$ cat config.mk
export PLATFORM = sky130hd
export DESIGN_NAME = forwarding_control
export DESIGN_NICKNAME = d
export VERILOG_FILES = /design/src/rtl/fwd_pkg.sv /design/src/rtl/fwd_match.sv /design/src/rtl/forwarding_control.sv
export SDC_FILE = /design/constraint.sdc
export NUM_CORES = 1
export LEC_CHECK = 0
export ABC_CLOCK_PERIOD_IN_PS = 1220
export CORE_MARGIN = 5
export CORE_UTILIZATION = 45
export DETAILED_ROUTE_END_ITERATION = 8
export DONT_BUFFER_PORTS = 1
export GPL_ROUTABILITY_DRIVEN = 1
export PLACE_DENSITY = 0.68
export SLEW_MARGIN = 20
export SYNTH_ARGS = -nofsm -noshare
export SYNTH_HDL_FRONTEND = slang
export SYNTH_SLANG_ARGS = --single-unit
$ cat constraint.sdc
create_clock -name clk -period 1.22 [get_ports clk]
set_input_delay 0.183 -clock clk [delete_from_list [all_inputs] [get_ports clk]]
set_output_delay 0.183 -clock clk [all_outputs]
set_load 0.05 [all_outputs]
$ cat src/rtl/fwd_pkg.sv
// Shared types for the forwarding control path: pipeline slot record,
// the registered select bundle and the default register-address width.
package fwd_pkg;

    localparam int FWD_REG_AW = 3;

    typedef struct packed {
        logic                  valid;
        logic [FWD_REG_AW-1:0] dest;
        logic                  wr_en;
        logic                  is_load;
    } slot_t;

    localparam slot_t BUBBLE_SLOT = '0;

    typedef struct packed {
        logic one_a;
        logic two_a;
        logic one_b;
        logic two_b;
        logic mw_one;
        logic mw_two;
    } sel_t;

endpackage

$ cat src/rtl/fwd_match.sv
// Producer match: a live slot that writes a nonzero register equal to src.
module fwd_match
    import fwd_pkg::*;
(
    input  slot_t                 slot,
    input  logic [FWD_REG_AW-1:0] src,
    output logic                  hit
);

    assign hit = slot.valid & slot.wr_en & (slot.dest != '0) & (slot.dest == src);

endmodule

$ cat src/rtl/forwarding_control.sv
// Forwarding select and load-use stall generation for the 16-bit pipeline.
// Optional FWD_STATS_EN adds saturating stall_cnt / fwd_cnt event counters.
module forwarding_control
    import fwd_pkg::*;
#(
    // Slot dest width comes from fwd_pkg, so REG_AW must equal FWD_REG_AW.
    parameter int REG_AW = FWD_REG_AW
) (
    input  logic              clk,
    input  logic              rst_n,
    input  logic              id_valid,
    input  logic [REG_AW-1:0] id_src_a,
    input  logic [REG_AW-1:0] id_src_b,
    input  logic [REG_AW-1:0] id_dest,
    input  logic              id_wr_en,
    input  logic              id_is_load,
    input  logic              id_is_store,
    input  logic              flush,
    output logic              stall,
    output logic              One_A,
    output logic              One_B,
    output logic              Two_A,
    output logic              Two_B,
    output logic              MW_One,
    output logic              MW_Two
`ifdef FWD_STATS_EN
    ,
    output logic [15:0]       stall_cnt,
    output logic [15:0]       fwd_cnt
`endif
);

    slot_t ex_slot, mem_slot, ex_next;
    sel_t  sel_q, sel_next;
    logic  ex_a, ex_b, mem_a, mem_b;
    logic  advance;

    fwd_match u_match_ex_a  (.slot(ex_slot),  .src(id_src_a), .hit(ex_a));
    fwd_match u_match_ex_b  (.slot(ex_slot),  .src(id_src_b), .hit(ex_b));
    fwd_match u_match_mem_a (.slot(mem_slot), .src(id_src_a), .hit(mem_a));
    fwd_match u_match_mem_b (.slot(mem_slot), .src(id_src_b), .hit(mem_b));

    assign stall   = id_valid & ~flush & ex_slot.is_load & (ex_a | ex_b);
    assign advance = id_valid & ~stall & ~flush;

    always_comb begin
        ex_next  = BUBBLE_SLOT;
        sel_next = '0;
        if (advance) begin
            ex_next.valid   = 1'b1;
            ex_next.dest    = id_dest;
            ex_next.wr_en   = id_wr_en;
            ex_next.is_load = id_is_load;
            // Most recent producer (EX) wins over the older one (MEM).
            sel_next.one_a  = ex_a;
            sel_next.two_a  = mem_a & ~ex_a;
            if (id_is_store) begin
                sel_next.mw_one = ex_b;
                sel_next.mw_two = mem_b & ~ex_b;
            end else begin
                sel_next.one_b  = ex_b;
                sel_next.two_b  = mem_b & ~ex_b;
            end
        end
    end

    always_ff @(posedge clk) begin
        if (!rst_n) begin
            ex_slot  <= BUBBLE_SLOT;
            mem_slot <= BUBBLE_SLOT;
            sel_q    <= '0;
        end else begin
            mem_slot <= ex_slot;
            ex_slot  <= ex_next;
            sel_q    <= sel_next;
        end
    end

    assign One_A  = sel_q.one_a;
    assign Two_A  = sel_q.two_a;
    assign One_B  = sel_q.one_b;
    assign Two_B  = sel_q.two_b;
    assign MW_One = sel_q.mw_one;
    assign MW_Two = sel_q.mw_two;

`ifdef FWD_STATS_EN
    always_ff @(posedge clk) begin
        if (!rst_n) begin
            stall_cnt <= '0;
            fwd_cnt   <= '0;
        end else begin
            if (stall && stall_cnt != 16'hFFFF)
                stall_cnt <= stall_cnt + 16'd1;
            if ((|sel_next) && fwd_cnt != 16'hFFFF)
                fwd_cnt <= fwd_cnt + 16'd1;
        end
    end
`else
    // Statistics counters compiled out.
`endif

endmodule

==> metrics <==
Net Count, Synth=87; Max Cap Violations=0; Clk pin slew, worst setup/hold paths=~90 ps; Sw Pwr=about 0.21 mW; final period utilization=139%; vias in the first global route=approximately 560; DR WL/cell=14.7 µm; highest clock rate=between 0.5 and 0.6 GHz; drt drc=0; starting density of the core=46.9%; failing checks=setup timing; Req. time, crit path=between 1000 and 1500 ps; Worst Tran Pin Value=~470 ps; Worst slew margin=about 68%; fin area=between 900 and 1000 µm²; mean area per synthesized cell=between 9 and 10 µm²; peak fanout along the critical path=5; total congestion overflow=0; CTS tree=done; CP Cell Sequence=o311ai_4 > nor2_2 > o2111a_2 > buf_12; Clk pwr share=30.2%; post-synthesis xor/xnor area fraction=15.1%; cell area after synthesis=around 700 µm²; final hold violation count=0; num rows=14; initial antenna violation count=0; Yosys reg bits=17; die width=approximately 49 µm; largest family of logic cells by synthesized area=simple AND/OR/NAND/NOR gates; CP peak stage delay=390 ps; Leakage Power=0.363 nW; Crit Path Class=flip-flop to primary output; proportion of synthesized area in mux cells=0%; register area share after synthesis=48.7%; RSZ-0062 raised after global routing=true; largest net degree at the start of global routing=10; die height=a little under 50 µm; Synth Area in Adders=0%; Seq pwr share=roughly three fifths; Cell Int Power=0.741 mW; Netlist cell types=19; Compound-Gate Fraction of Synth Area=under 10%; clk_skew=approximately 6 ps; I/O pin cnt=23; final net count=~100; Min Clock Period, post-route=between 1500 and 2000 ps; Cell Area, Placed=roughly 840 µm²; Die Area=roughly 2400 µm²; Critical-path top delay cell=dfxtp_4; hpwl dp=around 1100 µm; clock root buffer=clkbuf_4; initial DRC count=8; clk sinks=17; share of cells above drive strength 1=36.8%; area grow syn2layout=37.8%; TritonCTS Buffers=3; switch share=approximately 22%; routed wire length=1510 µm; CTS H-tree depth=1; Mapped Cells=between 70 and 80; final antenna-violating net count=0; routability cong.=about 0.76; P per Cell Area=between 900 and 1000 nW/µm²; CP Capture Type=primary output; Gate power share=roughly a tenth; via count=between 500 and 600; first-pass GRT wire length=around 2400 µm; Simple-Gate Fraction of Synth Area=a little over a quarter; drt pass-1 iters=4; Hold WC Path Type=primary input to flip-flop; Clock Path Buffers=2; antenna cell count=0; GRT Util Overall=between 10% and 20%; core footprint=approximately 1500 µm²; peak supply drop=~0.47 mV; Final setup viols=13; worst hold margin=~8.3 ps; worst skew pair latency=280 ps; IO buf count=0; Synth warnings=0; post-route setup slack=-480 ps; status=finished with violations; startpoint class of the critical path=flip-flop; Vias/cell=between 5 and 6; crit path DAT=~1500 ps; Slew Limit Fails=0
## cells by family after synthesis
group                     count (synthesis)
and+or+nand+nor                          34
xor gates and xnor gates                 12
buffers and inverters                     4
DFF                                      17
AOI/OAI and AO/OA                         4
## through the flow
stage / util (%) / power (mW) / std cells / setup TNS [ps] / setup WS, ps
6_report: 64.6 / 0.949 / 103 / -2780 / -480
5_1_grt: 64.6 / 0.992 / 103 / -3760 / -568
4_1_cts: 62.8 / 0.946 / 101 / -2910 / -480
3_5_place_dp: 56.2 / 0.650 / 91 / -1180 / -160
3_3_place_gp: 56.2 / 0.647 / 91 / -1010 / -139
2_1_floorplan: - / 0.639 / 71 / -112 / -69.1
## sequential cells by signal, indices dropped and copies added (netlist names)
register / flops
One_A: 1
ex_slot: 6
MW_One: 1
MW_Two: 1
Two_A: 1
One_B: 1
Two_B: 1
mem_slot: 5
## critical path: cells and delay by family (launching register included)
kind | cells | cell delay, ps
and+or+nand+nor | 1 | 80
buffers and inverters | 1 | 150
DFF | 1 | 390
AOI/OAI and AO/OA | 2 | 620
## final cells by class
type,count,area [µm²]
clock buffer,4,26.3
fill,123,527
inverter,2,7.51
multi-input combinational,50,418
sequential,17,352
tap,16,20.0
timing repair buffer,14,139
## layout by cell type (no fill, tap or decap)
cell type,n
dfxtp_1,14
xnor2_2,6
nand2_1,6
xnor2_1,6
buf_4,6
nor2_1,5
and2_1,5
nor4_1,4
dlygate4sd3_1,4
nor2_2,3
nand4_1,3
clkbuf_4,3
dfxtp_4,3
buf_6,3
nand3_2,2
inv_1,2
nand3_1,2
nor4_2,2
o311ai_4,1
o2111a_2,1
o311a_1,1
a21oi_4,1
and3_1,1
or3_1,1
clkbuf_1,1
buf_12,1
## worst paths after layout
kind	from	end	slack (ps)	depth (start not counted)
setup reg to reg	ex_slot[4]	ex_slot[5]	-240	7
setup / recovery	ex_slot[2]	stall	-480	4
hold reg to reg	ex_slot[0]	One_A	490	1
hold / removal	id_wr_en	ex_slot[1]	8	2
## cells in the mapped netlist
| cell | count | area [µm²] |
|---|---|---|
| a21oi_2 | 1 | 8.76 |
| and2_1 | 5 | 31.3 |
| and3_1 | 1 | 6.26 |
| buf_2 | 1 | 5.00 |
| buf_6 | 1 | 11.3 |
| dfxtp_1 | 17 | 340 |
| inv_1 | 2 | 7.51 |
| nand2_1 | 6 | 22.5 |
| nand3_1 | 3 | 15.0 |
| nand3_2 | 1 | 10.0 |
| nand4_1 | 3 | 18.8 |
| nor2_1 | 8 | 30.0 |
| nor4_1 | 4 | 25.0 |
| nor4_2 | 2 | 25.0 |
| o2111a_1 | 1 | 11.3 |
| o311a_1 | 1 | 10.0 |
| o311ai_1 | 1 | 8.76 |
| or3_1 | 1 | 6.26 |
| xnor2_1 | 12 | 105 |
## power by group through the flow
stage	sequential, mW	clock [mW]	combinational [mW]
after floorplan	0.582	0	0.0573
after global placement	0.584	0	0.0632
after detailed placement	0.584	0	0.0654
after CTS	0.571	0.291	0.0841
after global routing	0.573	0.318	0.101
final	0.571	0.287	0.0909
## per-layer routing
layer	track usage, %	wire length [µm]	vias up
met5	0	0	-
met4	8.30	31	0
met3	3.06	101	4
met2	23.4	798	20
met1	13.3	579	274
li1	-	-	279
## repair_timing
action	4_1_cts	5_1_grt
buffers inserted	4	2
gates resized for setup	4	4
hold endpoints to repair	4	1
endpoints found under the setup margin	12	13
hold buffers	3	1
pin swaps	8	7
(Power assumes the default switching activity.)
